File: src/rtl/jpeg_cone_pkg.sv
`default_nettype none
// ============================================================================
//  Module      : jpeg_cone_pkg
//  Description : Shared types and helpers for the JPEG qualifier-cone pipe.
//                Holds the per-beat function select encoding, the supported
//                pipeline depth limit and the single-lane cone function.
//  Revision    : 1.0 - initial parametrised pipelined release
// ============================================================================
package jpeg_cone_pkg;

   typedef enum logic [1:0] {
      MODE_AOI  = 2'd0,   // legacy AOI322 qualifier
      MODE_OAI  = 2'd1,
      MODE_AND  = 2'd2,
      MODE_RSVD = 2'd3
   } cone_mode_e;

   localparam int unsigned MAX_STAGES = 4;

   // One lane of the cone: g = AND of the lane's terms, o = OR of the same
   // terms, a/b = lane qualifiers. The reserved encoding yields 0.
   function automatic logic cone_lane(input cone_mode_e mode,
                                      input logic g,
                                      input logic o,
                                      input logic a,
                                      input logic b);
      logic y;
      case (mode)
         MODE_AOI: y = ~g & a & b;
         MODE_OAI: y = ~(o & (a | b));
         MODE_AND: y = g;
         default:  y = 1'b0;
      endcase
      return y;
   endfunction

endpackage
`default_nettype wire

File: src/rtl/jpeg_cone_pipe_stage.sv
`default_nettype none
// ============================================================================
//  Module      : jpeg_cone_pipe_stage
//  Description : One elastic valid/ready register slice.
//                Ports: clk, rst_n (async active-low), in_valid/in_data/
//                in_ready upstream side, out_valid/out_data/out_ready
//                downstream side.
//  Revision    : 1.0 - initial release
// ============================================================================
module jpeg_cone_pipe_stage #(
   parameter int WIDTH = 8
) (
   input  logic             clk,
   input  logic             rst_n,
   input  logic             in_valid,
   input  logic [WIDTH-1:0] in_data,
   output logic             in_ready,
   output logic             out_valid,
   output logic [WIDTH-1:0] out_data,
   input  logic             out_ready
);

   logic             valid_q, valid_d;
   logic [WIDTH-1:0] data_q,  data_d;

   always_comb begin
      // An empty slot always accepts, so bubbles never block upstream.
      in_ready = ~valid_q | out_ready;
      valid_d  = valid_q;
      data_d   = data_q;
      if (in_ready) begin
         valid_d = in_valid;
         // Data only moves with a real beat: keeps the output at its reset
         // value of zero until the first beat arrives.
         if (in_valid) begin
            data_d = in_data;
         end
      end
   end

   always_ff @(posedge clk or negedge rst_n) begin
      if (!rst_n) begin
         valid_q <= 1'b0;
         data_q  <= '0;
      end else begin
         valid_q <= valid_d;
         data_q  <= data_d;
      end
   end

   assign out_valid = valid_q;
   assign out_data  = data_q;

endmodule
`default_nettype wire

File: src/rtl/jpeg_aoi_cone_pipe.sv
`default_nettype none
// ============================================================================
//  Module      : jpeg_aoi_cone_pipe
//  Description : WIDTH-lane qualifier cone (AOI/OAI/AND, selected per beat)
//                followed by a STAGES-deep elastic pipeline and a saturating
//                count of non-zero result beats.
//                Ports: clk, rst_n (async active-low); in_valid/in_ready with
//                and_grp, qual_a, qual_b, mode as the input beat;
//                out_valid/out_ready with out_y as the result beat;
//                clr_cnt (sync clear) and hit_cnt.
//  Revision    : 1.0 - initial parametrised pipelined release
// ============================================================================
module jpeg_aoi_cone_pipe
   import jpeg_cone_pkg::*;
#(
   parameter int WIDTH  = 8,
   parameter int N_AND  = 3,
   parameter int STAGES = 2,
   parameter int CNT_W  = 16
) (
   input  logic                   clk,
   input  logic                   rst_n,
   input  logic                   in_valid,
   output logic                   in_ready,
   input  logic [N_AND*WIDTH-1:0] and_grp,
   input  logic [WIDTH-1:0]       qual_a,
   input  logic [WIDTH-1:0]       qual_b,
   input  logic [1:0]             mode,
   output logic                   out_valid,
   input  logic                   out_ready,
   output logic [WIDTH-1:0]       out_y,
   input  logic                   clr_cnt,
   output logic [CNT_W-1:0]       hit_cnt
);

   // Depth is held inside the supported range so an out-of-range override
   // still builds a sane pipe.
   localparam int c_depth = (STAGES < 1) ? 1 :
                            (STAGES > int'(MAX_STAGES)) ? int'(MAX_STAGES) : STAGES;

   logic [WIDTH-1:0] w_g;
   logic [WIDTH-1:0] w_o;
   logic [WIDTH-1:0] w_y;

   // Term j of lane i sits at bit j*WIDTH+i.
   always_comb begin
      w_g = '1;
      w_o = '0;
      w_y = '0;
      for (int i = 0; i < WIDTH; i++) begin
         for (int j = 0; j < N_AND; j++) begin
            w_g[i] = w_g[i] & and_grp[j*WIDTH+i];
            w_o[i] = w_o[i] | and_grp[j*WIDTH+i];
         end
         w_y[i] = cone_lane(cone_mode_e'(mode), w_g[i], w_o[i], qual_a[i], qual_b[i]);
      end
   end

   // Index k is the input side of stage k; index c_depth is the pipe output.
   logic [c_depth:0]            w_valid;
   logic [c_depth:0]            w_ready;
   logic [c_depth:0][WIDTH-1:0] w_data;

   assign w_valid[0]       = in_valid;
   assign w_data[0]        = w_y;
   assign w_ready[c_depth] = out_ready;
   assign in_ready         = w_ready[0];

   for (genvar k = 0; k < c_depth; k++) begin : g_stage
      jpeg_cone_pipe_stage #(
         .WIDTH (WIDTH)
      ) u_stage (
         .clk       (clk),
         .rst_n     (rst_n),
         .in_valid  (w_valid[k]),
         .in_data   (w_data[k]),
         .in_ready  (w_ready[k]),
         .out_valid (w_valid[k+1]),
         .out_data  (w_data[k+1]),
         .out_ready (w_ready[k+1])
      );
   end

   assign out_valid = w_valid[c_depth];
   assign out_y     = w_data[c_depth];

   logic [CNT_W-1:0] hit_cnt_q, hit_cnt_d;

   // Clear has priority over a same-cycle increment; the count sticks at
   // all-ones rather than wrapping.
   always_comb begin
      hit_cnt_d = hit_cnt_q;
      if (clr_cnt) begin
         hit_cnt_d = '0;
      end else if (out_valid && out_ready && (out_y != '0) && (hit_cnt_q != '1)) begin
         hit_cnt_d = hit_cnt_q + CNT_W'(1);
      end
   end

   always_ff @(posedge clk or negedge rst_n) begin
      if (!rst_n) begin
         hit_cnt_q <= '0;
      end else begin
         hit_cnt_q <= hit_cnt_d;
      end
   end

   assign hit_cnt = hit_cnt_q;

endmodule
`default_nettype wire

File: config.mk
export PLATFORM = sky130hd
export DESIGN_NAME = jpeg_aoi_cone_pipe
export DESIGN_NICKNAME = d
export VERILOG_FILES = /design/src/rtl/jpeg_cone_pkg.sv /design/src/rtl/jpeg_cone_pipe_stage.sv /design/src/rtl/jpeg_aoi_cone_pipe.sv
export SDC_FILE = /design/constraint.sdc
export NUM_CORES = 1
export LEC_CHECK = 0
export CAP_MARGIN = 20
export CORE_MARGIN = 2
export CORE_UTILIZATION = 46
export CTS_CLUSTER_DIAMETER = 80
export DETAILED_ROUTE_END_ITERATION = 8
export PLACE_DENSITY_LB_ADDON = 0.05
export SLEW_MARGIN = 0
export SYNTH_ARGS = -nofsm -noshare
export SYNTH_HDL_FRONTEND = slang
export SYNTH_SLANG_ARGS = --single-unit
File: constraint.sdc
create_clock -name clk -period 2.15 [get_ports clk]
set_input_delay 0.645 -clock clk [delete_from_list [all_inputs] [get_ports clk]]
set_output_delay 0.645 -clock clk [all_outputs]
set_load 0.01 [all_outputs]
==> results by group <==
STA
  • Fmax: 0.4942 GHz
  • Setup ws final: 126.5 ps
  • Final period utilization: 0.9412
  • Unrepaired setup endpoints after global routing: no
  • TNS Setup: 0 ps
  • Fin. Hold Viols: 0
  • Final setup fails: 0
  • Final setup skew: 8.710 ps
  • Max Slew Vio Count: 0
  • Slew HR: 0.7206
  • Min Hold Slack: 495.3 ps
  • Worst-margin pin slew: 419.1 ps
  • Final min period: 2023 ps

Job
  • Max cap viols: 0

GRT
  • Largest net degree at the start of global routing: 35
  • Gr ovfl total: 0
  • Initial antenna violation count: 0
  • Vias in the first global route: 1,982
  • First-pass GRT wire length: 8.797 mm
  • Tot GR Track Use: 0.2119
  • Met2 global-route usage: 0.3944
  • Global-route met1 utilization: 0.2300
  • Met3 usage: 0.04834
  • Top Usage Layer GRT: met2

Placement
  • Area after DPL: 3120 sq um
  • GP Congestion: 0.7860
  • Setup WS pre-CTS: -268.3 ps
  • Number of port buffers: 72
  • Detailed placer's ending HPWL: 4.098 mm

Floorplanning
  • Die width: 73.09 um
  • Initial Util: 0.4711
  • DIE HEIGHT: 73.09 um
  • DIE AREA: 5342 sq um
  • Row count: 25
  • Ports: 73
  • CORE AREA: 4661 sq um

Route
  • Routed vias/inst: 5.728
  • Wirelength per Cell: 14.64 um
  • Remaining DRCs: 0
  • Routed WL: 5.212 mm
  • Initial drt markers: 61
  • Via count of the routed design: 2,039
  • TritonRoute pass-1 iters: 4
  • Antenna viol nets, final: 0

Synth
  • Synth Warn #: 0
  • Post-Synth Adder-Cell Area: 0.005698
  • Ranking of synthesized cells by area: dfrtp_1 (39%), mux2_2 (8.7%), mux2_4 (4.1%)
  • Post-Syn Area: 2196 sq um
  • Most instantiated library cell after synthesis: dfrtp_1
  • Yosys reg bits: 34
  • Register area share after synthesis: 0.3875
  • Yosys top cell by area: dfrtp_1
  • Post-Syn Instances: 209
  • Mapped Avg Cell Area: 10.51 sq um
  • Simple-gate share of the synthesized area: 0.2513
  • Compound-Gate Fraction of Synth Area: 0.1732
  • Post-synthesis xor/xnor area fraction: 0
  • Synth top cells by count: dfrtp_1 (34), mux2_2 (17), nor2b_1 (13)
  • Netlist cell types: 50
  • Top_reg_cell synth: dfrtp_1
  • Area share of the largest cell type after synthesis: 0.3875
  • Mapped Nets: 257
  • FFs w/ async S/R, synth: 1.000
  • Post-synthesis mux area share: 0.1430
  • Largest family of logic cells by synthesized area: simple AND/OR/NAND/NOR gates
  • Post-synth EDFFs: 0

Clock tree
  • H-tree Lvls: 2
  • Clk buf depth: 2
  • TritonCTS Buffers: 5
  • Cts hold-fix bufs: 0
  • Clk_lat worst skew: 290 ps
  • Post_cts resized: 2
  • Clock Sinks: 34
  • Reg clk slew, reported paths: 70 ps
  • CTS tree: done
  • Post-CTS Setup Inserts: 0
  • Root buffer cell: clkbuf_8

Final layout
  • Filler cell count in the final layout: 384
  • Share of post-route cells with drive strength above 1: 0.2417
  • Final core occ: 0.6980
  • Diodes inserted: 0
  • Nets@finish: 349
  • Final Cell Area: 3253 sq um
  • Area growth syn-to-layout: 48.15%

Critical path
  • Reg2Reg Depth: 5
  • CP Max Fanout: 2
  • Crit. End Element: primary output
  • R2r startpoint: g_stage[1].u_stage.out_data[5]$_DFFE_PN0P_
  • Crit path kind: in2out
  • WP data required: 1500 ps
  • Flop2flop setup slack: 270 ps
  • Startpoint types: input port
  • Reg-to-Reg End: hit_cnt[4]$_DFFE_PN0P_
  • Data arrival, critical path: 1380 ps

Worst hold path
  • Hold path cells: 2
  • Hold Path End: g_stage[0].u_stage.out_data[4]$_DFFE_PN0P_
  • Worst Hold Class: reg2reg
  • HP Start: g_stage[0].u_stage.out_data[4]$_DFFE_PN0P_

Power
  • Peak supply drop: 598.3 uV
  • Power per cell area: 599.1 nW/um^2
  • Leakage: 1.320 nW

Outcome
  • Outcome: finished clean
-- layout by cell type, fill, tap and decap left out, drive strengths merged, types with 2 or more instances in the layout --
cell type	count
clkbuf	6
a211oi	6
a32oi	7
nand2	9
o32ai	7
nand3b	2
and2	3
inv	2
bufinv	2
mux2	25
and2b	5
and3	3
o2111ai	2
nand4	12
or4	4
nand2b	5
o21ai	10
clkdlybuf4s50	71
nor2	11
o31ai	2
nand3	10
nor2b	13
nand4b	2
buf	22
dfrtp	34
nor3	3
o41ai	2
and4	4
a21oi	7
-- metrics by stage --
stage	power (mW)	cells
6_report	1.949	356
5_1_grt	2.047	356
4_1_cts	1.973	356
3_5_place_dp	1.260	348
3_3_place_gp	1.254	348
2_1_floorplan	0.9764	209
-- registers in the layout, indices dropped and copies added (netlist names) --
signal                     count
g_stage.u_stage.out_data      16
hit_cnt                       16
g_stage.u_stage.out_valid      2
-- power breakdown --
group          switching (mW)  internal (mW)  leakage [nW]  total [mW]
registers              0.0393          0.695         0.456       0.734
clock network           0.242          0.464        0.0683       0.706
logic                   0.206          0.302         0.796       0.509
-- worst max-delay path: stages --
cell	delay, ps
clkdlybuf4s50_1	470
nand3b_1	130
clkbuf_2	140
-- kinds of logic after synthesis --
group | count (synthesis)
adder cells (fa/ha/maj) | 1
buffers and inverters | 11
AO/OA/AOI/OAI | 47
AND/OR/NAND/NOR | 90
multiplexers | 26
flip-flops | 34
-- metal layers --
metal	up-vias	part of all wire
li1	1002	-
met1	978	0.40
met2	48	0.54
met3	11	0.040
met4	0	0.021
met5	-	0
-- worst max-delay path by stage --
stage	startpoint	end	slack, ps	cells past startpoint
2_1_floorplan	mode[0]	g_stage[0].u_stage.out_data[4]$_DFFE_PN0P_	340	5
3_3_place_gp	out_ready	in_ready	-270	3
3_5_place_dp	out_ready	in_ready	-270	3
4_1_cts	out_ready	in_ready	20	3
5_1_grt	out_ready	hit_cnt[13]$_DFFE_PN0P_	80	7
6_report	out_ready	in_ready	130	3
-- cell type report --
class,count,area [sq um],area share
Clock buffer,5,68.82,0.02115
Clock inverter,3,68.82,0.02115
Inverter,2,7.507,0.002308
Multi-Input combinational cell,164,1259,0.3869
Sequential cell,34,850.8,0.2615
Tap cell,54,67.56,0.02077
Timing Repair Buffer,94,930.9,0.2862
No activity file was read; power rests on OpenSTA's default activity.
==> variant: new RTL, config.mk and constraints unchanged <==
`WIDTH` is set to 8 in 2 places; all go to 9.
--- a/src/rtl/jpeg_cone_pipe_stage.sv
+++ b/src/rtl/jpeg_cone_pipe_stage.sv
@@ -8,7 +8,7 @@
 //  Revision    : 1.0 - initial release
 // ============================================================================
 module jpeg_cone_pipe_stage #(
-   parameter int WIDTH = 8
+   parameter int WIDTH = 9
 ) (
    input  logic             clk,
    input  logic             rst_n,
--- a/src/rtl/jpeg_aoi_cone_pipe.sv
+++ b/src/rtl/jpeg_aoi_cone_pipe.sv
@@ -13,7 +13,7 @@
 module jpeg_aoi_cone_pipe
    import jpeg_cone_pkg::*;
 #(
-   parameter int WIDTH  = 8,
+   parameter int WIDTH  = 9,
    parameter int N_AND  = 3,
    parameter int STAGES = 2,
    parameter int CNT_W  = 16
Interface: changed (resized and_grp, out_y, qual_a and qual_b); port bits go from 73 to 79. No check against the original RTL was run, so the function may have changed too.
==> variant against the original RTL <==
Synthesized area is 3.3% lower; fmax decreased by 0.76%; sequential share of layout area up 1.5 points; setup slack got worse by 0.015 ns; cell area barely moved; wire length down 0.31%; via count grew 4.6%; total power shrank 5.1%; clock skew is 0.0026 ns lower; die area decreased by 3.1%; sequential cell count increased by 2; highest routed layer unchanged.
==> variant: results (changes against the original RTL) <==
| Metric | Value |
|---|---|
| Logic pwr share | 0.260 (about the same) |
| Crit-path slowest cell | or3_1 |
| GR Util met2 | 0.3457 (-0.04872) |
| Measured slew at the worst slew-check pin | 0.6420 ns (+0.2228 ns) |
| All-Layer GR Usage | 0.2074 (-0.004480) |
| Clk tree area frac | 0.03420 (-0.008103) |
| HPWL after detailed placement | 3.862 mm (-5.8%) |
| Met2 WL | 2.565 mm (-8.2%) |
| CP endpoint | hit_cnt[10]$_DFFE_PN0P_ |
| #MultiIn Comb | 166 (+1.2%) |
| Status | finished, final reports clean |
| Crit path max-delay family | simple AND/OR/NAND/NOR gates |
| Via count | 2132 (+4.6%) |
| Worst Setup SP | hit_cnt[0]$_DFFE_PN0P_ |
| Peak supply drop | 0.0003014 V (-50%) |
| DP Worst Slack | -0.4318 ns (-0.1635 ns) |
| R2r setup slk | 0.11 ns (-0.16 ns) |
| Most frequent cells after synthesis | 36 x dfrtp_1, 24 x mux2_2, 15 x nand3_1, 15 x nor2b_1 |
| Hold crit path type | input port to async pin |
| Iter 0 DRT Violations | 158 (+160%) |
| Dpl cells | 349 (+0.29%) |
| Non-clk bufs | 93 (-1.1%) |
| Synth Area in Adders | 0.005893 (+0.0001947) |
| Fin area | 3256 um^2 (about the same) |
| Power Clock | 0.589 mW (-17%) |
| Ranking of synthesized cells by area | dfrtp_1 42%, mux2_2 13%, nor2b_1 4.4%, nand3_1 3.5%, a32oi_1 3.3% |
| Gpl congestion | 0.8168 (+3.9%) |
| Flops & latches, synth | 36 (+5.9%) |
| First-pass GRT wire length | 8.638 mm (-1.8%) |
| Syn_nets | 269 (+4.7%) |
| Met1 usage in global routing | 0.2617 (+0.03172) |
| Multiplexer share of the synthesized area | 0.1273 (-0.01574) |
| Cell Area, Placed | 3067 um^2 (-1.7%) |
| Critical path fanouts, max | 6 (+4) |
| PortBufs | 78 (+8.3%) |
| Vias in the first global route | 2013 (+1.6%) |
| Critical Path AT | 2.22 ns (+0.84 ns) |
| DR WL/cell | 14.55 um (-0.59%) |
| Final hold slack | 0.2895 ns (-0.2059 ns) |
| Minimum clock period | 2.039 ns (+0.01544 ns) |
| # resized after CTS | 10 (+8) |
| Seq/Total Area, Yosys | 0.4243 (+0.03681) |
| Share of cells above drive strength 1 | 0.2066 (-0.03516) |
| Leak | 1.256 nW (-4.8%) |
==> variant: cell types whose count changed in the layout (fill, tap and decap cells not counted), sizes merged, moves of 3 or more <==
cell / before / now
and2b: 5 / 0
nor4: 1 / 8
and2: 3 / 0
or4: 4 / 8
nand3: 10 / 15
clkdlybuf4s50: 71 / 75
a21oi: 7 / 10
buf: 22 / 17
a211oi: 6 / 0
o31ai: 2 / 6
nor2: 11 / 8
and4: 4 / 1
==> variant: cell families (layout without fill, tap and decap cells) <==
kind of cell,after synthesis,count (layout)
and+or+nand+nor,93,93
AOI/OAI and AO/OA,48,48
DFF,36,36
muxes,24,24
buffers and inverters,14,103
adders and majority gates,1,1
==> variant: stage by stage <==
stage / total power, mW / util
2_1_floorplan: 0.9822 / -
3_3_place_gp: 1.252 / 0.6947
3_5_place_dp: 1.264 / 0.6947
4_1_cts: 1.856 / 0.7268
5_1_grt: 1.934 / 0.7375
6_report: 1.849 / 0.7375
